## src/rtl/ifu_fetch.sv

```systemverilog
// Fetch stage: owns the PC, reads the combinational ROM and queues {pc, inst} for decode; redirects flush the queue.
// Define IFU_PERF_EN to add the perf_fetch_cnt / perf_stall_cnt counters.
module ifu_fetch #(
  parameter int unsigned     XLEN   = 64,
  parameter int unsigned     INST_W = 32,
  parameter logic [XLEN-1:0] PC_RST = 64'h0000_0000_8000_0000,
  parameter int unsigned     DEPTH  = 2
) (
  input  logic              clk,
  input  logic              rst_n,
  output logic [XLEN-1:0]   rom_pc,
  input  logic [INST_W-1:0] rom_inst,
  input  logic              redirect_valid,
  input  logic [XLEN-1:0]   redirect_pc,
  output logic              id_valid,
  input  logic              id_ready,
  output logic [XLEN-1:0]   id_pc,
  output logic [INST_W-1:0] id_inst
`ifdef IFU_PERF_EN
  ,
  output logic [63:0]       perf_fetch_cnt,
  output logic [63:0]       perf_stall_cnt
`endif
);

  localparam int unsigned AW = (DEPTH > 1) ? $clog2(DEPTH) : 1;
  localparam int unsigned EW = XLEN + INST_W;
  localparam logic [AW:0] DEPTH_C = (AW+1)'(DEPTH);

  logic [XLEN-1:0] pc_q, pc_d;
  logic [EW-1:0]   mem_q [DEPTH];
  logic [AW-1:0]   wr_ptr_q, wr_ptr_d;
  logic [AW-1:0]   rd_ptr_q, rd_ptr_d;
  logic [AW:0]     cnt_q, cnt_d;
  logic            enq, deq;

  // The full test uses the pre-dequeue count, so a full FIFO never refills in the cycle it drains.
  assign enq = (cnt_q < DEPTH_C) & ~redirect_valid;
  assign deq = id_valid & id_ready;

  always_comb begin
    pc_d     = pc_q;
    wr_ptr_d = wr_ptr_q;
    rd_ptr_d = rd_ptr_q;
    cnt_d    = cnt_q;
    if (redirect_valid) begin
      pc_d     = redirect_pc & ~XLEN'(3);
      wr_ptr_d = '0;
      rd_ptr_d = '0;
      cnt_d    = '0;
    end else begin
      if (enq) begin
        pc_d     = pc_q + XLEN'(4);
        wr_ptr_d = wr_ptr_q + AW'(1);
      end
      if (deq) begin
        rd_ptr_d = rd_ptr_q + AW'(1);
      end
      cnt_d = cnt_q + (AW+1)'(enq) - (AW+1)'(deq);
    end
  end

  always_ff @(posedge clk or negedge rst_n) begin
    if (!rst_n) begin
      pc_q     <= PC_RST;
      wr_ptr_q <= '0;
      rd_ptr_q <= '0;
      cnt_q    <= '0;
      for (int i = 0; i < DEPTH; i++) begin
        mem_q[i] <= '0;
      end
    end else begin
      pc_q     <= pc_d;
      wr_ptr_q <= wr_ptr_d;
      rd_ptr_q <= rd_ptr_d;
      cnt_q    <= cnt_d;
      if (enq) begin
        mem_q[wr_ptr_q] <= {pc_q, rom_inst};
      end
    end
  end

  assign rom_pc           = pc_q;
  assign id_valid         = (cnt_q != '0);
  assign {id_pc, id_inst} = mem_q[rd_ptr_q];

`ifdef IFU_PERF_EN
  logic [63:0] fetch_cnt_q, stall_cnt_q;

  always_ff @(posedge clk or negedge rst_n) begin
    if (!rst_n) begin
      fetch_cnt_q <= '0;
      stall_cnt_q <= '0;
    end else begin
      if (enq) begin
        fetch_cnt_q <= fetch_cnt_q + 64'd1;
      end
      if ((cnt_q == DEPTH_C) && !redirect_valid) begin
        stall_cnt_q <= stall_cnt_q + 64'd1;
      end
    end
  end

  assign perf_fetch_cnt = fetch_cnt_q;
  assign perf_stall_cnt = stall_cnt_q;
`endif

endmodule

```

## config.mk

```make
export PLATFORM = sky130hd
export DESIGN_NAME = ifu_fetch
export DESIGN_NICKNAME = d
export VERILOG_FILES = /design/src/rtl/ifu_fetch.sv
export SDC_FILE = /design/constraint.sdc
export NUM_CORES = 1
export LEC_CHECK = 0
export ABC_CLOCK_PERIOD_IN_PS = 5900
export BUFFER_PORTS_ARGS = -buffer_cell sky130_fd_sc_hd__clkbuf_2
export CAP_MARGIN = 20
export CORE_ASPECT_RATIO = 1.1
export CORE_MARGIN = 2
export CORE_UTILIZATION = 59
export DETAILED_ROUTE_END_ITERATION = 16
export PLACE_DENSITY = 0.86
export SLEW_MARGIN = 20
export SYNTH_ARGS = -nofsm -noshare
export SYNTH_HDL_FRONTEND = slang
export SYNTH_SLANG_ARGS = --single-unit
```

## constraint.sdc

```tcl
create_clock -name clk -period 5.9 [get_ports clk]
set_clock_uncertainty 0.15 [all_clocks]
set_input_delay 0.59 -clock clk [delete_from_list [all_inputs] [get_ports clk]]
set_output_delay 0.59 -clock clk [all_outputs]
set_load 0.005 [all_outputs]
```

==> impl_metrics.yaml, run 1 <==
floorplan:
  dieWidth_um: 141
  initial_core_util: 0.598
  die_height_um: 155
  io_pins: 261
  rows: 55
  die-area_um2: 22000
  design.core.area_um2: 20500
placement:
  post_dp_cell_area_um2: 13700
  place.port_buffers: 254
  gp_congestion: 0.815
  hpwlAfterDp_um: 20300
yosys:
  synth_edf_count: 0
  ys_ff_latch: 254
  ys.flop_type: "dfrtp_1"
  netlist_instances: 1018
  yosysUniqueCellTypes: 51
  synth_area_um2: 12300
  synth_area_per_cell_um2: 12.0
  async_flop_share: 1.00
  ys_warn_count: 0
  synth-seq-area-share: 0.518
sta:
  tightest_slew_ns: 0.980
  rsz0062_at_grt: "no"
  slew_headroom: 0.337
  min_period_ns: 3.39
  setup_viol: 0
  max_freq_mhz: 295
  drv_slew: 0
  final.setup.tns_ns: 0
  period_share: 0.575
  hold_viol_final: 0
clock_tree:
  cts_sinks: 254
  cts_buffers: 26
  clock_path_buffers: 3
  post_cts_resized: 0
  post_cts_buffers: 0
  cts_tree: "done"
  cts_hold_buf: 1
  clk_latency_ns: 0.52
  h-tree-depth: 1
  path_clk_slew_ns: 0.06
  clockRootBuffer: "clkbuf_16"
layout:
  area_growth_pct: 18.9
  nFillCells: 1427
  final_area_um2: 14600
  layout-drive-gt1-share: 0.476
  final_util: 0.711
  final_cell_mix: "mux2_2 (285), dfrtp_1 (252), clkbuf_2 (252)"
  layout_commonest_cell: "mux2_2"
  nets: 1349
worst_setup_path:
  reg2reg_to: "rom_pc[45]"
  crit_path_max_fanout: 52
  start_kind: "flop"
  arrival_ns: 2.65
  worstSetupPathType: "flop to output port"
  regToRegSetupSlack_ns: 2.75
  r2r_cells: 5
  critPathRequiredTime_ns: 5.16
  end_kind: "output port"
  worstReg2RegStart: "cnt_q[1]"
global_route:
  groute.usage.overall: 0.268
  grt_pass1_vias: 9031
  grt_max_degree: 156
  antenna_found_initial: 3
  overflow: 0
  grt_first_pass_wirelength_um: 47800
pwr:
  p_int_mw: 4.81
  pwr-share-clk: 0.234
  total_power_mw: 6.89
  irDropWorstVdd_uv: 302
  total_leakage_power_nw: 6.26
  combPwrFrac: 0.343
  switchingPower_mw: 2.09
  p_per_area_nw_per_um2: 473
  seqPwrFrac: 0.423
  swShare: 0.303
hold_path:
  holdPathStages: 3
  min_path_type: "primary input to flop"
  holdPathEnd: "rom_pc[44]"
  min_from: "redirect_pc[44]"
run:
  maxCapViolCount: 0
routing:
  routed_wl_um: 29900
  drt-wirelength-per-cell_um: 19.6
  drtAntennaViolNets: 0
  vias: 9080
  drc: 0
  dr.pass1.iters: 7
  drt_iter0_drc: 644
  avgViaCountPerCell: 5.96
status:
  status: "complete, no violations"
## state kept, by name, indices dropped and copies added (netlist names)
signal,flops
rom_pc,62
mem_q,188
rd_ptr_q,1
wr_ptr_q,1
cnt_q,2
## cell families after synthesis
group | share of synthesized area
buffers and inverters | 0.0258
flip-flops | 0.518
AND/OR/NAND/NOR | 0.118
adder cells (fa/ha/maj) | 0.00306
AO/OA/AOI/OAI | 0.0425
XOR/XNOR | 0.0271
multiplexers | 0.265
other | 0.000306
## metal layers
metal | vias up | track usage | share of wire
li1 | 4140 | - | -
met4 | 0 | 0.0919 | 0.030
met5 | - | 0 | 0
met1 | 4524 | 0.356 | 0.41
met2 | 357 | 0.439 | 0.48
met3 | 59 | 0.0597 | 0.076
## metrics by stage
stage,hold slack (ns),setup slack (ns),instances
after detailed placement,0.340,2.49,1473
after floorplan,0.144,3.51,1021
after CTS,0.104,2.45,1522
after global routing,0.118,2.39,1524
after global placement,0.333,2.50,1473
final,0.124,2.51,1524
## final cells by class
| cell class | instances | area [µm²] | area share |
|---|---|---|---|
| clock inverters | 8 | 78.8 | 0.00541 |
| diodes | 2 | 5.00 | 0.000343 |
| inverters | 10 | 37.5 | 0.00257 |
| repair buffers | 265 | 1380 | 0.0946 |
| flip-flops and latches | 254 | 6360 | 0.436 |
| multi-input cells | 689 | 5620 | 0.386 |
| well taps | 256 | 320 | 0.0220 |
| clock buffers | 40 | 773 | 0.0530 |
## cell usage after synthesis, types with 6 or more instances
cell / count / area share
dfrtp_1: 253 / 0.52
nand4_1: 26 / 0.013
nand2_1: 72 / 0.022
nor2_1: 37 / 0.011
xnor2_1: 18 / 0.013
nor3_1: 15 / 0.0061
nor4_1: 19 / 0.0097
clkbuf_1: 48 / 0.015
inv_1: 10 / 0.0031
o21ai_0: 40 / 0.016
o31ai_1: 7 / 0.0043
and3_1: 6 / 0.0031
and4_1: 8 / 0.0057
buf_1: 9 / 0.0028
nand3_1: 33 / 0.013
nor2b_1: 6 / 0.0031
or4_1: 11 / 0.0067
xor2_1: 20 / 0.014
or3_1: 9 / 0.0046
a31oi_1: 17 / 0.0087
mux2_2: 285 / 0.26
## worst max path at each step
| stage | end | cells past startpoint | start |
|---|---|---|---|
| after global routing | id_pc[44] | 3 | rd_ptr_q |
| after floorplan | rom_pc[47] | 5 | rom_pc[12] |
| after CTS | id_pc[59] | 3 | rd_ptr_q |
| after global placement | mem_q[75] | 6 | redirect_valid |
| final | id_pc[44] | 3 | rd_ptr_q |
| after detailed placement | mem_q[85] | 6 | redirect_valid |
## power groups by stage
stage	clock, mW	sequential (mW)	combinational, mW
CTS	1.64	2.92	2.39
global placement	0	2.88	2.30
global route	1.72	3.01	2.56
detailed placement	0	2.93	2.37
finish	1.61	2.92	2.36
floorplan	0	2.73	1.64
## critical path: stages, from the launching register on
cell and delay (ns):
dfrtp_4 0.84, buf_4 0.70, mux2_2 0.42, clkbuf_2 0.12
No activity file was read; power rests on OpenSTA's default activity.
==> run 2, diff against run 1 <==
--- a/config.mk
+++ b/config.mk
@@ -5,14 +5,14 @@
 export SDC_FILE = /design/constraint.sdc
 export NUM_CORES = 1
 export LEC_CHECK = 0
-export ABC_CLOCK_PERIOD_IN_PS = 5900
+export ABC_CLOCK_PERIOD_IN_PS = 2900
 export BUFFER_PORTS_ARGS = -buffer_cell sky130_fd_sc_hd__clkbuf_2
 export CAP_MARGIN = 20
 export CORE_ASPECT_RATIO = 1.1
 export CORE_MARGIN = 2
-export CORE_UTILIZATION = 59
+export CORE_UTILIZATION = 50
 export DETAILED_ROUTE_END_ITERATION = 16
-export PLACE_DENSITY = 0.86
+export PLACE_DENSITY = 0.78
 export SLEW_MARGIN = 20
 export SYNTH_ARGS = -nofsm -noshare
 export SYNTH_HDL_FRONTEND = slang
==> constraint.sdc (replaced) <==
create_clock -name clk -period 2.9 [get_ports clk]
set_clock_uncertainty 0.15 [all_clocks]
set_input_delay 0.29 -clock clk [delete_from_list [all_inputs] [get_ports clk]]
set_output_delay 0.29 -clock clk [all_outputs]
set_load 0.005 [all_outputs]
==> impl_metrics.yaml, run 2 (synthesis gave the netlist of run 1 again) <==
clock_tree:
  cts_sinks: 254
  post_cts_resized: 0
  clockRootBuffer: "clkbuf_16"
  clock_path_buffers: 3
  cts_hold_buf: 101
  cts_tree: "done"
  h-tree-depth: 1
  clk_latency_ns: 0.53
  post_cts_buffers: 0
  path_clk_slew_ns: 0.06
  cts_buffers: 27
worst_setup_path:
  crit_top_cell: "nand4_1"
  cpPeakStageDelay_ns: 0.60
  crit_path_top_delay_cell: "or4_1"
  arrival_ns: 2.97
  worstSetupPathType: "flop to flop"
  crit_path_max_fanout: 10
  start_kind: "flop"
  crit_family: "simple AND/OR/NAND/NOR gates"
  critPathBufInv: 0
  worstPathCellList: "nand4_1 -> nor3_2 -> nand4_1 -> or4_1 -> a31oi_1"
  critPathRequiredTime_ns: 3.21
  end_kind: "flop"
global_route:
  grt_pass1_vias: 9949
  groute.usage.overall: 0.254
  grtUsageMet3: 0.0458
  antenna_found_initial: 3
  busiest_layer: "met2"
  grt_max_degree: 76
  grt_first_pass_wirelength_um: 53100
  gr-usage-met1: 0.336
  grt.met2_usage: 0.425
  overflow: 0
status:
  status: "complete, no violations"
routing:
  drt_iter0_drc: 643
  avgViaCountPerCell: 5.67
  drc: 0
  dr.pass1.iters: 5
  routed_wl_um: 33400
  drtAntennaViolNets: 0
  drt-wirelength-per-cell_um: 19.6
  vias: 9673
sta:
  rsz0062_at_grt: "no"
  drv_slew: 0
  hold_viol_final: 0
  slew_headroom: 0.604
  final.setup.tns_ns: 0
  max_freq_mhz: 375
  tightest_slew_ns: 0.590
  period_share: 0.919
  setup_viol: 0
  min_period_ns: 2.67
pwr:
  swShare: 0.306
  p_int_mw: 10.2
  total_leakage_power_nw: 6.85
  switchingPower_mw: 4.47
  total_power_mw: 14.6
  irDropWorstVdd_uv: 592
  combPwrFrac: 0.353
  pwr-share-clk: 0.243
  seqPwrFrac: 0.403
  p_per_area_nw_per_um2: 918
floorplan:
  initial_core_util: 0.506
  dieWidth_um: 153
  die_height_um: 168
  rows: 60
  design.core.area_um2: 24200
  io_pins: 261
  die-area_um2: 25800
layout:
  regArea_um2: 6360
  top_register: "mem_q"
  layout-drive-gt1-share: 0.453
  largest_reg_flops: 188
  final_cell_mix: "mux2_2 (285), dfrtp_1 (252), clkbuf_2 (252)"
  layout_commonest_cell: "mux2_2"
  area_growth_pct: 30.0
  nFillCells: 1761
  multi_input_area_um2: 5620
  nets: 1475
hold_path:
  min_path_type: "primary input to flop"
run:
  maxCapViolCount: 0
placement:
  gp_congestion: 0.873
  place.port_buffers: 254
  hpwlAfterDp_um: 22000
run 2: cell count changes in the layout (fill, tap and decap cells not counted):
cell	delta
clkinv_2	+1
clkinv_4	+1
diode_2	+1
clkinv_8	-1
clkbuf_1	-2
clkbuf_8	-1
dlygate4sd3_1	+100
buf_12	+4
buf_4	+21
clkbuf_16	+1
bufinv_16	+2
run 2: layout make-up:
type                       instances  share of cell area
clock inverter                    11             0.00855
multi-input combinational        689               0.353
antenna                            3            0.000471
timing repair buffer             390               0.164
tap                              310              0.0243
sequential                       254               0.399
inverter                          10             0.00235
clock buffer                      38              0.0487
run 2: power groups by stage:
stage | registers, mW | clock network, mW | logic [mW]
final | 5.90 | 3.56 | 5.17
after global routing | 6.10 | 3.75 | 5.57
after CTS | 5.88 | 3.61 | 5.16
after detailed placement | 5.94 | 0 | 5.01
after global placement | 5.81 | 0 | 4.89
after floorplan | 5.55 | 0 | 3.34
run 2: routing by layer:
layer  vias to the layer above  share of wire
li1                       4392              -
met5                         -              0
met1                      4835           0.41
met4                         0          0.029
met3                        75          0.067
met2                       371           0.49
run 2: worst register-to-register path, stage by stage, from the launching register on:
cell	delay [ns]
dfrtp_1	0.50
nand4_1	0.33
nor3_2	0.43
nand4_1	0.43
or4_1	0.60
a31oi_1	0.18
run 2: final timing paths:
path,startpoint,to,slack (ns),cells past startpoint
max reg2reg,rom_pc[20],rom_pc[45],0.23,5
max,rom_pc[20],rom_pc[45],0.23,5
min reg2reg,mem_q[4],mem_q[4],0.35,1
max in group asynchronous,rst_n,mem_q[114],1.68,3
min,id_ready,rd_ptr_q,0.02,4
min in group asynchronous,rst_n,mem_q[153],0.12,2
run 2: through the flow:
step / worst slack (ns) / area [µm²] / cells / util / hold WS (ns)
floorplan: 0.513 / 12300 / 1021 / - / -0.156
global placement: 0.322 / 14000 / 1552 / 0.578 / 0.0818
detailed placement: 0.283 / 14000 / 1552 / 0.578 / 0.0860
CTS: 0.268 / 15900 / 1702 / 0.657 / 0.00290
global route: 0.0195 / 15900 / 1704 / 0.658 / 0.0430
finish: 0.234 / 15900 / 1705 / 0.658 / 0.0239
==> run 3, diff against run 2 <==
--- a/config.mk
+++ b/config.mk
@@ -5,6 +5,7 @@
 export SDC_FILE = /design/constraint.sdc
 export NUM_CORES = 1
 export LEC_CHECK = 0
+export ABC_AREA = 1
 export ABC_CLOCK_PERIOD_IN_PS = 2900
 export BUFFER_PORTS_ARGS = -buffer_cell sky130_fd_sc_hd__clkbuf_2
 export CAP_MARGIN = 20
==> impl_metrics.yaml, run 3 <==
clock_tree:
  clockRootBuffer: "clkbuf_16"
  post_cts_buffers: 0
  h-tree-depth: 1
  cts_buffers: 27
  path_clk_slew_ns: 0.06
  clock_path_buffers: 3
  clk_latency_ns: 0.55
  cts_sinks: 254
  cts_tree: "done"
sta:
  tightest_slew_ns: 0.671
  slew_headroom: 0.552
  min_period_ns: 2.58
  rsz0062_at_grt: "no"
  final.setup.tns_ns: 0
  hold_viol_final: 0
  drv_slew: 0
  setup_viol: 0
  period_share: 0.891
  holdWs_ns: 0.164
  max_freq_mhz: 387
routing:
  routed_wl_um: 41500
  wl_met2_um: 19600
  avgViaCountPerCell: 5.27
  drtAntennaViolNets: 0
  drt_iter0_drc: 1310
  wl_met3_um: 3370
  dr.pass1.iters: 6
  vias: 13000
  drc: 0
  top_layer_used: "met4"
  drt-wirelength-per-cell_um: 16.9
  wl_met1_um: 17300
yosys:
  synth_top_area_frac: 0.491
  netlist_instances: 1776
  synth_common_cells: "nand2_1 (810), dfrtp_1 (253), o21ai_0 (225)"
  async_flop_share: 1.00
  yosysTopAreaCell: "dfrtp_1"
  synth_area_um2: 12900
  synth_edf_count: 0
  synthMostInstantiatedCell: "nand2_1"
  ys_warn_count: 0
  synth_area_per_cell_um2: 7.26
  ys.flop_type: "dfrtp_1"
  ys_ff_latch: 254
  synth-seq-area-share: 0.493
  yosysUniqueCellTypes: 32
  yosys-top-cells-area: "dfrtp_1 (49%), nand2_1 (24%), o21ai_0 (8.7%)"
worst_setup_path:
  arrival_ns: 2.14
  r2r_cells: 9
  critPathRequiredTime_ns: 2.46
  end_kind: "output port"
  crit_path_max_fanout: 49
  worstSetupPathType: "flop to output port"
  start_kind: "flop"
  regToRegSetupSlack_ns: 0.71
layout:
  diodes: 0
  nets: 2197
  area_growth_pct: 27.4
  final_cell_mix: "nand2_1 (809), clkbuf_2 (253), dfrtp_1 (252)"
  nFillCells: 2164
  top_register: "mem_q"
  layout-drive-gt1-share: 0.169
  largest_reg_flops: 188
  layout_commonest_cell: "nand2_1"
global_route:
  grt_max_degree: 95
  overflow: 0
  grt_first_pass_wirelength_um: 65200
  grt_pass1_vias: 12400
  antenna_found_initial: 0
  groute.usage.overall: 0.305
floorplan:
  die_height_um: 172
  rows: 61
  initial_core_util: 0.509
  die-area_um2: 27100
  dieWidth_um: 157
  io_pins: 261
  design.core.area_um2: 25300
placement:
  hpwlAfterDp_um: 27600
  place.port_buffers: 254
  gp_congestion: 1.01
pwr:
  total_power_mw: 15.0
  total_leakage_power_nw: 8.40
  irDropWorstVdd_uv: 595
  p_per_area_nw_per_um2: 914
status:
  status: "complete, no violations"
hold_path:
  holdPathStages: 3
  min_path_type: "primary input to flop"
run:
  maxCapViolCount: 0
## run 3: cell count changes in the layout (fill, tap and decap cells not counted), sizes merged, moves of 10 or more
cell	before	now
a31oi	17	0
buf	37	21
inv	10	129
mux2	285	0
nand2	72	821
nand4	26	14
nor2	37	140
nor3	16	1
nor4	20	0
o21ai	40	232
or3	10	0
or4	12	0
xnor2	18	1
## run 3: critical path, cell delays in order (launching register included)
cell	delay [ns]
dfrtp_4	0.41
buf_4	0.51
buf_12	0.31
nand2_1	0.09
nand2_1	0.11
clkbuf_2	0.12
## run 3: kinds of logic after synthesis
logic type	synth area share
flip-flops	0.493
other	0.000291
buffers and inverters	0.0668
XOR/XNOR	0.0177
AND/OR/NAND/NOR	0.315
AO/OA/AOI/OAI	0.104
adder cells (fa/ha/maj)	0.00291
## run 3: layout make-up
cell class | instances | area [µm²] | share of cell area
sequential | 254 | 6360 | 0.387
clock inverter | 11 | 184 | 0.0112
tap | 346 | 433 | 0.0263
inverter | 129 | 485 | 0.0295
clock buffer | 37 | 743 | 0.0452
multi-input combinational | 1312 | 5710 | 0.347
timing repair buffer | 370 | 2520 | 0.153
## run 3: routing by layer
layer	global-route usage	vias to the layer above
met5	0	-
met4	0.0842	0
met1	0.402	6087
met3	0.0536	85
li1	-	6167
met2	0.519	613
## run 3: path summary, 6_finish.rpt
kind / from / end
setup / recovery: rd_ptr_q / id_pc[35]
hold / removal: redirect_valid / rom_pc[11]
setup reg to reg: rom_pc[2] / rom_pc[34]
hold reg to reg: mem_q[123] / mem_q[123]
max in group asynchronous: rst_n / mem_q[54]
min in group asynchronous: rst_n / mem_q[64]
## run 3: where the power goes
group / leakage, nW / total [mW] / switching [mW] / internal (mW)
Clock: 0.457 / 3.66 / 1.43 / 2.23
Sequential: 3.16 / 6.12 / 1.07 / 5.04
Combinational: 4.78 / 5.24 / 3.20 / 2.04
## run 3: repair_timing
action,in CTS,in global routing
hold buffers,96,0
setup endpoints to repair,0,0
resized for setup,0,0
endpoints found under the hold margin,195,0
## run 3: stage by stage
stage / area [µm²] / std cells / setup slack [ns] / util
3_3_place_gp: 14500 / 2314 / 0.813 / 0.573
4_1_cts: 16400 / 2458 / 0.200 / 0.648
5_1_grt: 16400 / 2459 / 0.244 / 0.649
2_1_floorplan: 12900 / 1779 / 1.12 / -
3_5_place_dp: 14500 / 2314 / 0.765 / 0.573
6_report: 16400 / 2459 / 0.315 / 0.649
